==> src/rtl/bridge_mc.sv <==
// bridge_mc: single-master bridge that routes CPU accesses either to DRAM or
// to one of NSLOT memory-mapped peripheral slots on a dedicated 4 KiB page.
// Optional build macro BRIDGE_TIMEOUT_EN adds a peripheral wait timeout
// (TIMEOUT cycles). Without it, a peripheral that never answers stalls the bridge.
//
// state     | meaning
// ----------+-----------------------------------------------------------
// IDLE      | waiting for req_from_cpu; the only state that samples it
// DRAM_WAIT | counting down the DRAM read latency
// PERI_WAIT | slot selected, waiting for its ready (or the timeout)
// RESP      | one-cycle ack to the CPU with err/rdata

module bridge_mc #(
    parameter int          NSLOT     = 6,
    parameter logic [19:0] PERI_PAGE = 20'hFFFFF,
    parameter int          SLOT_LSB  = 4,
    parameter int          DRAM_LAT  = 1,
    parameter int          TIMEOUT   = 255
) (
    input  logic                  clk_from_cpu,
    input  logic                  rst_n_from_cpu,
    input  logic                  req_from_cpu,
    input  logic [31:0]           addr_from_cpu,
    input  logic                  we_from_cpu,
    input  logic [31:0]           wdata_from_cpu,
    output logic                  ack_to_cpu,
    output logic                  err_to_cpu,
    output logic [31:0]           rdata_to_cpu,
    output logic [31:0]           addr_to_dram,
    output logic                  we_to_dram,
    output logic [31:0]           wdata_to_dram,
    input  logic [31:0]           rdata_from_dram,
    output logic [NSLOT-1:0]      sel_to_per,
    output logic                  we_to_per,
    output logic [31:0]           addr_to_per,
    output logic [31:0]           wdata_to_per,
    input  logic [NSLOT*32-1:0]   rdata_from_per,
    input  logic [NSLOT-1:0]      ready_from_per
);

    // Reject parameter values the datapath widths cannot represent.
    if (NSLOT < 1 || NSLOT > 16) begin : g_bad_nslot
        $error("bridge_mc: NSLOT must be 1..16");
    end
    if (DRAM_LAT < 1 || DRAM_LAT > 7) begin : g_bad_dram_lat
        $error("bridge_mc: DRAM_LAT must be 1..7");
    end
    if (TIMEOUT < 1 || TIMEOUT > 65535) begin : g_bad_timeout
        $error("bridge_mc: TIMEOUT must be 1..65535");
    end

    localparam logic [2:0]  DRAM_LAST = 3'(DRAM_LAT - 1);
    localparam logic [31:0] ERR_DATA  = 32'hFFFF_FFFF;

    typedef enum logic [1:0] {
        IDLE      = 2'd0,
        DRAM_WAIT = 2'd1,
        PERI_WAIT = 2'd2,
        RESP      = 2'd3
    } state_t;

    state_t             state, state_nxt;
    logic [31:0]        addr_q;
    logic               we_q;
    logic [31:0]        wdata_q;
    logic [2:0]         dram_cnt;
    logic [31:0]        rdata_q;
    logic               err_q;
    logic [NSLOT-1:0]   sel_q;
    logic               we_per_q;
    logic               we_dram_q;
`ifdef BRIDGE_TIMEOUT_EN
    logic [15:0]        tmo_cnt;
    logic               tmo_hit;
`endif

    logic [7:0]         slot_idx;
    logic               is_peri;
    logic               slot_ok;
    logic [NSLOT-1:0]   sel_dec;
    logic [31:0]        per_rdata;
    logic               per_ready;

    assign slot_idx = addr_from_cpu[SLOT_LSB+7:SLOT_LSB];

    // Address decode of the incoming request: DRAM, valid slot, or decode error.
    always_comb begin
        is_peri = (addr_from_cpu[31:12] == PERI_PAGE);
        slot_ok = 1'b0;
        sel_dec = '0;
        for (int i = 0; i < NSLOT; i++) begin
            if (slot_idx == 8'(i)) begin
                sel_dec[i] = 1'b1;
                slot_ok    = 1'b1;
            end
        end
    end

    // Read data and ready of the currently selected slot (sel_q is one-hot).
    always_comb begin
        per_rdata = '0;
        per_ready = 1'b0;
        for (int i = 0; i < NSLOT; i++) begin
            if (sel_q[i]) begin
                per_rdata = rdata_from_per[32*i +: 32];
                per_ready = ready_from_per[i];
            end
        end
    end

`ifdef BRIDGE_TIMEOUT_EN
    assign tmo_hit = (tmo_cnt == 16'(TIMEOUT - 1));
`endif

    // State register.
    always_ff @(posedge clk_from_cpu or negedge rst_n_from_cpu) begin
        if (!rst_n_from_cpu) begin
            state <= IDLE;
        end else begin
            state <= state_nxt;
        end
    end

    // Next-state logic.
    always_comb begin
        state_nxt = state;
        case (state)
            IDLE: begin
                if (req_from_cpu) begin
                    if (!is_peri) begin
                        state_nxt = DRAM_WAIT;
                    end else if (slot_ok) begin
                        state_nxt = PERI_WAIT;
                    end else begin
                        state_nxt = RESP;
                    end
                end
            end
            DRAM_WAIT: begin
                if (dram_cnt == 3'd0) begin
                    state_nxt = RESP;
                end
            end
            PERI_WAIT: begin
                if (per_ready) begin
                    state_nxt = RESP;
                end
`ifdef BRIDGE_TIMEOUT_EN
                else if (tmo_hit) begin
                    state_nxt = RESP;
                end
`endif
            end
            RESP: begin
                state_nxt = IDLE;
            end
            default: begin
                state_nxt = IDLE;
            end
        endcase
    end

    // Request latches, downstream strobes and response capture.
    always_ff @(posedge clk_from_cpu or negedge rst_n_from_cpu) begin
        if (!rst_n_from_cpu) begin
            addr_q    <= '0;
            we_q      <= 1'b0;
            wdata_q   <= '0;
            dram_cnt  <= '0;
            rdata_q   <= '0;
            err_q     <= 1'b0;
            sel_q     <= '0;
            we_per_q  <= 1'b0;
            we_dram_q <= 1'b0;
`ifdef BRIDGE_TIMEOUT_EN
            tmo_cnt   <= '0;
`endif
        end else begin
            // DRAM write strobe lives for exactly the cycle after acceptance.
            we_dram_q <= 1'b0;
            case (state)
                IDLE: begin
                    if (req_from_cpu) begin
                        addr_q  <= addr_from_cpu;
                        we_q    <= we_from_cpu;
                        wdata_q <= wdata_from_cpu;
                        err_q   <= 1'b0;
`ifdef BRIDGE_TIMEOUT_EN
                        tmo_cnt <= '0;
`endif
                        if (!is_peri) begin
                            we_dram_q <= we_from_cpu;
                            dram_cnt  <= DRAM_LAST;
                        end else if (slot_ok) begin
                            sel_q    <= sel_dec;
                            we_per_q <= we_from_cpu;
                        end else begin
                            err_q   <= 1'b1;
                            rdata_q <= ERR_DATA;
                        end
                    end
                end
                DRAM_WAIT: begin
                    if (dram_cnt == 3'd0) begin
                        rdata_q <= we_q ? 32'd0 : rdata_from_dram;
                    end else begin
                        dram_cnt <= dram_cnt - 3'd1;
                    end
                end
                PERI_WAIT: begin
                    if (per_ready) begin
                        rdata_q  <= we_q ? 32'd0 : per_rdata;
                        sel_q    <= '0;
                        we_per_q <= 1'b0;
                    end
`ifdef BRIDGE_TIMEOUT_EN
                    else if (tmo_hit) begin
                        rdata_q  <= ERR_DATA;
                        err_q    <= 1'b1;
                        sel_q    <= '0;
                        we_per_q <= 1'b0;
                    end else begin
                        tmo_cnt <= tmo_cnt + 16'd1;
                    end
`endif
                end
                default: begin
                end
            endcase
        end
    end

    assign ack_to_cpu    = (state == RESP);
    assign err_to_cpu    = (state == RESP) && err_q;
    assign rdata_to_cpu  = rdata_q;
    assign addr_to_dram  = addr_q;
    assign we_to_dram    = we_dram_q;
    assign wdata_to_dram = wdata_q;
    assign sel_to_per    = sel_q;
    assign we_to_per     = we_per_q;
    assign addr_to_per   = addr_q;
    assign wdata_to_per  = wdata_q;

endmodule

==> config.mk <==
export PLATFORM = sky130hd
export DESIGN_NAME = bridge_mc
export DESIGN_NICKNAME = d
export VERILOG_FILES = /design/src/rtl/bridge_mc.sv
export SDC_FILE = /design/constraint.sdc
export NUM_CORES = 1
export LEC_CHECK = 0
export CAP_MARGIN = 25
export CORE_AREA = 2 2 181 183
export DETAILED_ROUTE_END_ITERATION = 8
export DIE_AREA = 0 0 183 185
export MAX_ROUTING_LAYER = met4
export PLACE_DENSITY = 0.57
export SLEW_MARGIN = 10
export SYNTH_ARGS = -nofsm -noshare
export SYNTH_HDL_FRONTEND = slang
export SYNTH_SLANG_ARGS = --single-unit
==> constraint.sdc <==
create_clock -name clk_from_cpu -period 2.43 [get_ports clk_from_cpu]
set_clock_uncertainty 0.2 [all_clocks]
set_input_delay 0.486 -clock clk_from_cpu [delete_from_list [all_inputs] [get_ports clk_from_cpu]]
set_output_delay 0.486 -clock clk_from_cpu [all_outputs]
set_load 0.01 [all_outputs]
==> metrics.txt, run 1 <==
# TYPE chip_impl_metric gauge
chip_impl_metric{name="static_power_due_to_leakage",unit="uW"} 0.00479
chip_impl_metric{name="drt-initial-drc-count",unit=""} 243
chip_impl_metric{name="finalNonFillerCells",unit=""} 1557
chip_impl_metric{name="power-per-cell-area",unit="nW/um2"} 1090
chip_impl_metric{name="total_track_usage",unit=""} 0.166
chip_impl_metric{name="max_slew_margin",unit=""} 0.673
chip_impl_info{name="yosysMostFrequentCell",value="sky130_fd_sc_hd__dfrtp_1"} 1
chip_impl_metric{name="stdcell_area",unit="um2"} 12200
chip_impl_metric{name="async_reset_ff_frac",unit=""} 1.00
chip_impl_metric{name="die_area",unit="um2"} 33900
chip_impl_info{name="status",value="finished clean"} 1
chip_impl_metric{name="die-height",unit="um"} 185
chip_impl_metric{name="syn-num-nets",unit=""} 1046
chip_impl_metric{name="synth_enable_flop_cells",unit=""} 0
chip_impl_metric{name="setup_total_negative_slack",unit="ns"} 0
chip_impl_metric{name="vias_in_the_first_global_route",unit=""} 7087
chip_impl_metric{name="area_occupied_by_registers",unit="um2"} 2780
chip_impl_metric{name="insertedDiodeCount",unit=""} 0
chip_impl_metric{name="fmax",unit="MHz"} 427
chip_impl_info{name="synth_largest_area_cell",value="sky130_fd_sc_hd__dfrtp_1"} 1
chip_impl_metric{name="fillCellCount",unit=""} 3246
chip_impl_metric{name="max_cap_violations",unit=""} 0
chip_impl_metric{name="placed_area",unit="um2"} 11800
chip_impl_info{name="crit_chain",value="clkdlybuf4s50_1, nor4_1, and3b_1, nand4b_1, a211oi_4, buf_4, buf_12, mux2i_1"} 1
chip_impl_metric{name="cts.sinks",unit=""} 111
chip_impl_metric{name="via_per_inst",unit=""} 4.54
chip_impl_metric{name="final-setup-viol-count",unit=""} 0
chip_impl_metric{name="port_buffers",unit=""} 467
chip_impl_metric{name="synthesis.yosys.warnings",unit=""} 0
chip_impl_metric{name="cts_buf_count",unit=""} 9
chip_impl_metric{name="post_synth_inst_count",unit=""} 741
chip_impl_metric{name="detailroute.via_count",unit=""} 7072
chip_impl_metric{name="area_growth",unit="%"} 76.4
chip_impl_metric{name="synth.top_cell.area_share",unit=""} 0.402
chip_impl_metric{name="finalHoldViolCount",unit=""} 0
chip_impl_info{name="ys_top_cells_by_count",value="sky130_fd_sc_hd__dfrtp_1 (111), sky130_fd_sc_hd__nand2_1 (73), sky130_fd_sc_hd__buf_4 (65), sky130_fd_sc_hd__mux2_2 (65), sky130_fd_sc_hd__inv_1 (45)"} 1
chip_impl_metric{name="clk_pin_slew",unit="ns"} 0.09
chip_impl_metric{name="gp_congestion",unit=""} 0.858
chip_impl_metric{name="ios",unit=""} 468
chip_impl_metric{name="timing.critical_path.arrival",unit="ns"} 2.38
chip_impl_metric{name="final_max_slew_viols",unit=""} 0
chip_impl_metric{name="biggest_fanout_along_the_worst_timing_path",unit=""} 15
chip_impl_info{name="holdCritPathClass",value="register to register"} 1
chip_impl_metric{name="antenna_found_initial",unit=""} 0
chip_impl_metric{name="final_antenna_net_count",unit=""} 0
chip_impl_metric{name="holdWs",unit="ns"} 0.285
chip_impl_metric{name="synthesis.area",unit="um2"} 6900
chip_impl_metric{name="ir_drop",unit="V"} 0.000484
chip_impl_info{name="yosys_most_used_dff",value="sky130_fd_sc_hd__dfrtp_1"} 1
chip_impl_metric{name="final.period_utilization",unit=""} 0.965
chip_impl_metric{name="grt_start_max_net_pins",unit=""} 56
chip_impl_metric{name="critPathMaxStageDelay",unit="ns"} 0.42
chip_impl_metric{name="h-tree-depth",unit=""} 3
chip_impl_metric{name="layout_min_cycle_time",unit="ns"} 2.34
chip_impl_metric{name="synth.avg_cell_area",unit="um2"} 9.31
chip_impl_info{name="worst_path_max_delay_cell",value="sky130_fd_sc_hd__clkdlybuf4s50_1"} 1
chip_impl_metric{name="worst_slew_pin_slew",unit="ns"} 0.487
chip_impl_metric{name="post-route-drc-count",unit=""} 0
chip_impl_metric{name="die_w",unit="um"} 183
chip_impl_metric{name="globalRouteOverflowTotal",unit=""} 0
chip_impl_metric{name="dpl.hpwl",unit="mm"} 23.6
chip_impl_metric{name="required",unit="ns"} 2.46
chip_impl_metric{name="final_util",unit=""} 0.380
chip_impl_metric{name="fin_nets",unit=""} 1449
chip_impl_metric{name="clockBufferDepth",unit=""} 2
chip_impl_metric{name="grt_first_pass_wirelength",unit="mm"} 41.2
chip_impl_metric{name="synth.ff_latch_count",unit=""} 111
chip_impl_info{name="crit_type",value="input pin to register"} 1
chip_impl_metric{name="netlist-cell-type-count",unit=""} 44
chip_impl_metric{name="ys_seq_area_frac",unit=""} 0.402
chip_impl_info{name="rsz0062_at_grt",value="no"} 1
chip_impl_info{name="clk_root_buffer_cell",value="sky130_fd_sc_hd__clkbuf_16"} 1
chip_impl_metric{name="fp.coreArea",unit="um2"} 32000
chip_impl_metric{name="drt_pass1_iterations",unit=""} 5
chip_impl_metric{name="postRouteWirelength",unit="mm"} 28.7
chip_impl_metric{name="placedCellCount",unit=""} 1539
chip_impl_metric{name="drive_gt1_frac",unit=""} 0.121
chip_impl_metric{name="initial_core_util",unit=""} 0.215
chip_impl_info{name="cp-end-kind",value="register"} 1
chip_impl_info{name="biggest_area_contributors_in_the_synthesized_netlist",value="sky130_fd_sc_hd__dfrtp_1 (40%), sky130_fd_sc_hd__mux2_2 (11%), sky130_fd_sc_hd__buf_4 (7.1%)"} 1
chip_impl_info{name="start_kind",value="input pin"} 1
chip_impl_info{name="clock_tree_from_tritoncts",value="yes"} 1
chip_impl_metric{name="wl_per_cell",unit="um"} 18.4
chip_impl_metric{name="num_rows",unit=""} 66
chip_impl_metric{name="multi_input_combinational_cell_area",unit="um2"} 3260
chip_impl_metric{name="worstSkewPairLatency",unit="ns"} 0.36
-- power by group --
| part | internal, uW | switching (uW) | total [uW] |
|---|---|---|---|
| registers | 2770 | 667 | 3440 |
| logic | 4700 | 3610 | 8310 |
| clock network | 747 | 834 | 1580 |
| total | 8220 | 5110 | 13300 |
-- area by class of cell --
class / instances / area share
repair buffers: 512 / 0.422
well taps: 408 / 0.0419
clock buffers: 9 / 0.0185
clock inverters: 7 / 0.00699
multi-input cells: 464 / 0.268
flip-flops and latches: 111 / 0.228
inverters: 46 / 0.0142
-- state kept, by name (all words and copies together) (netlist names) --
signal	count
we_to_dram	1
addr_to_dram	32
we_q	1
dram_cnt	3
we_to_per	1
state	2
err_q	1
rdata_to_cpu	32
wdata_to_dram	32
sel_to_per	6
-- kinds of logic after synthesis --
kind of cell               share of synthesized area
buffers and inverters                          0.130
DFF                                            0.402
adders and majority gates                     0.0127
and+or+nand+nor                                0.142
AOI/OAI and AO/OA                              0.152
muxes                                          0.161
-- layout by cell type, fill, tap and decap left out, types with 2 or more instances in the layout --
cell	n
sky130_fd_sc_hd__nand2_1	73
sky130_fd_sc_hd__o22ai_1	4
sky130_fd_sc_hd__dfrtp_2	2
sky130_fd_sc_hd__nand2b_1	35
sky130_fd_sc_hd__o31ai_1	33
sky130_fd_sc_hd__and3_1	2
sky130_fd_sc_hd__o32ai_1	2
sky130_fd_sc_hd__buf_4	35
sky130_fd_sc_hd__a21oi_1	35
sky130_fd_sc_hd__nand3b_1	2
sky130_fd_sc_hd__mux2_2	65
sky130_fd_sc_hd__inv_8	2
sky130_fd_sc_hd__nor2_1	35
sky130_fd_sc_hd__clkinv_8	2
sky130_fd_sc_hd__inv_1	45
sky130_fd_sc_hd__o21ai_0	3
sky130_fd_sc_hd__nor2b_1	2
sky130_fd_sc_hd__buf_12	10
sky130_fd_sc_hd__and2_1	2
sky130_fd_sc_hd__a31oi_1	33
sky130_fd_sc_hd__dfrtp_1	109
sky130_fd_sc_hd__nand4_1	7
sky130_fd_sc_hd__a221oi_1	32
sky130_fd_sc_hd__clkdlybuf4s50_1	466
sky130_fd_sc_hd__clkbuf_16	9
sky130_fd_sc_hd__mux2i_1	37
sky130_fd_sc_hd__nand3_1	34
sky130_fd_sc_hd__ha_1	6
-- path summary, 6_finish.rpt --
kind,start,to,slack (ns),depth (start not counted)
max in group asynchronous,rst_n_from_cpu,addr_to_dram[1],0.99,3
min reg2reg,err_q,err_q,0.29,2
min,err_q,err_q,0.29,2
max,addr_from_cpu[9],rdata_to_cpu[21],0.09,8
min in group asynchronous,rst_n_from_cpu,addr_to_dram[9],0.39,2
max reg2reg,state[0],rdata_to_cpu[21],0.19,8
-- worst max-delay path, delay by kind of cell --
| kind | cells | cell delay (ns) |
|---|---|---|
| simple gates | 3 | 0.91 |
| buf+inv | 3 | 0.75 |
| mux | 1 | 0.13 |
| compound gates | 1 | 0.07 |
-- routing by layer --
layer  up-vias  global-route usage  routed length, um
li1       3356                   -                  -
met1      3340               0.189              11600
met2       337               0.289              14500
met3        39              0.0299               1760
met4         0              0.0630                856
met5         -                   -                  0
-- stage by stage --
stage,total power [uW],setup WS [ns]
finish,13300,0.0857
floorplan,7890,0.148
global route,14200,0.0117
detailed placement,11900,-0.443
CTS,13600,0.0458
global placement,11800,-0.412
-- what timing repair did --
action,in CTS,in global routing
endpoints found under the hold margin,27,0
endpoints found under the setup margin,32,28
hold buffers,1,0
setup buffers,1,0
resized for setup,0,2
pin swaps,1,1
Note: power is estimated with default switching activity, not from simulation.
==> run 2: changes to the inputs <==
--- a/config.mk
+++ b/config.mk
@@ -15,3 +15,4 @@
 export SYNTH_ARGS = -nofsm -noshare
 export SYNTH_HDL_FRONTEND = slang
 export SYNTH_SLANG_ARGS = --single-unit
+export TNS_END_PERCENT = 10
==> results of run 2 <==
No change in the layout: final DEF, timing and power equal those of run 1.
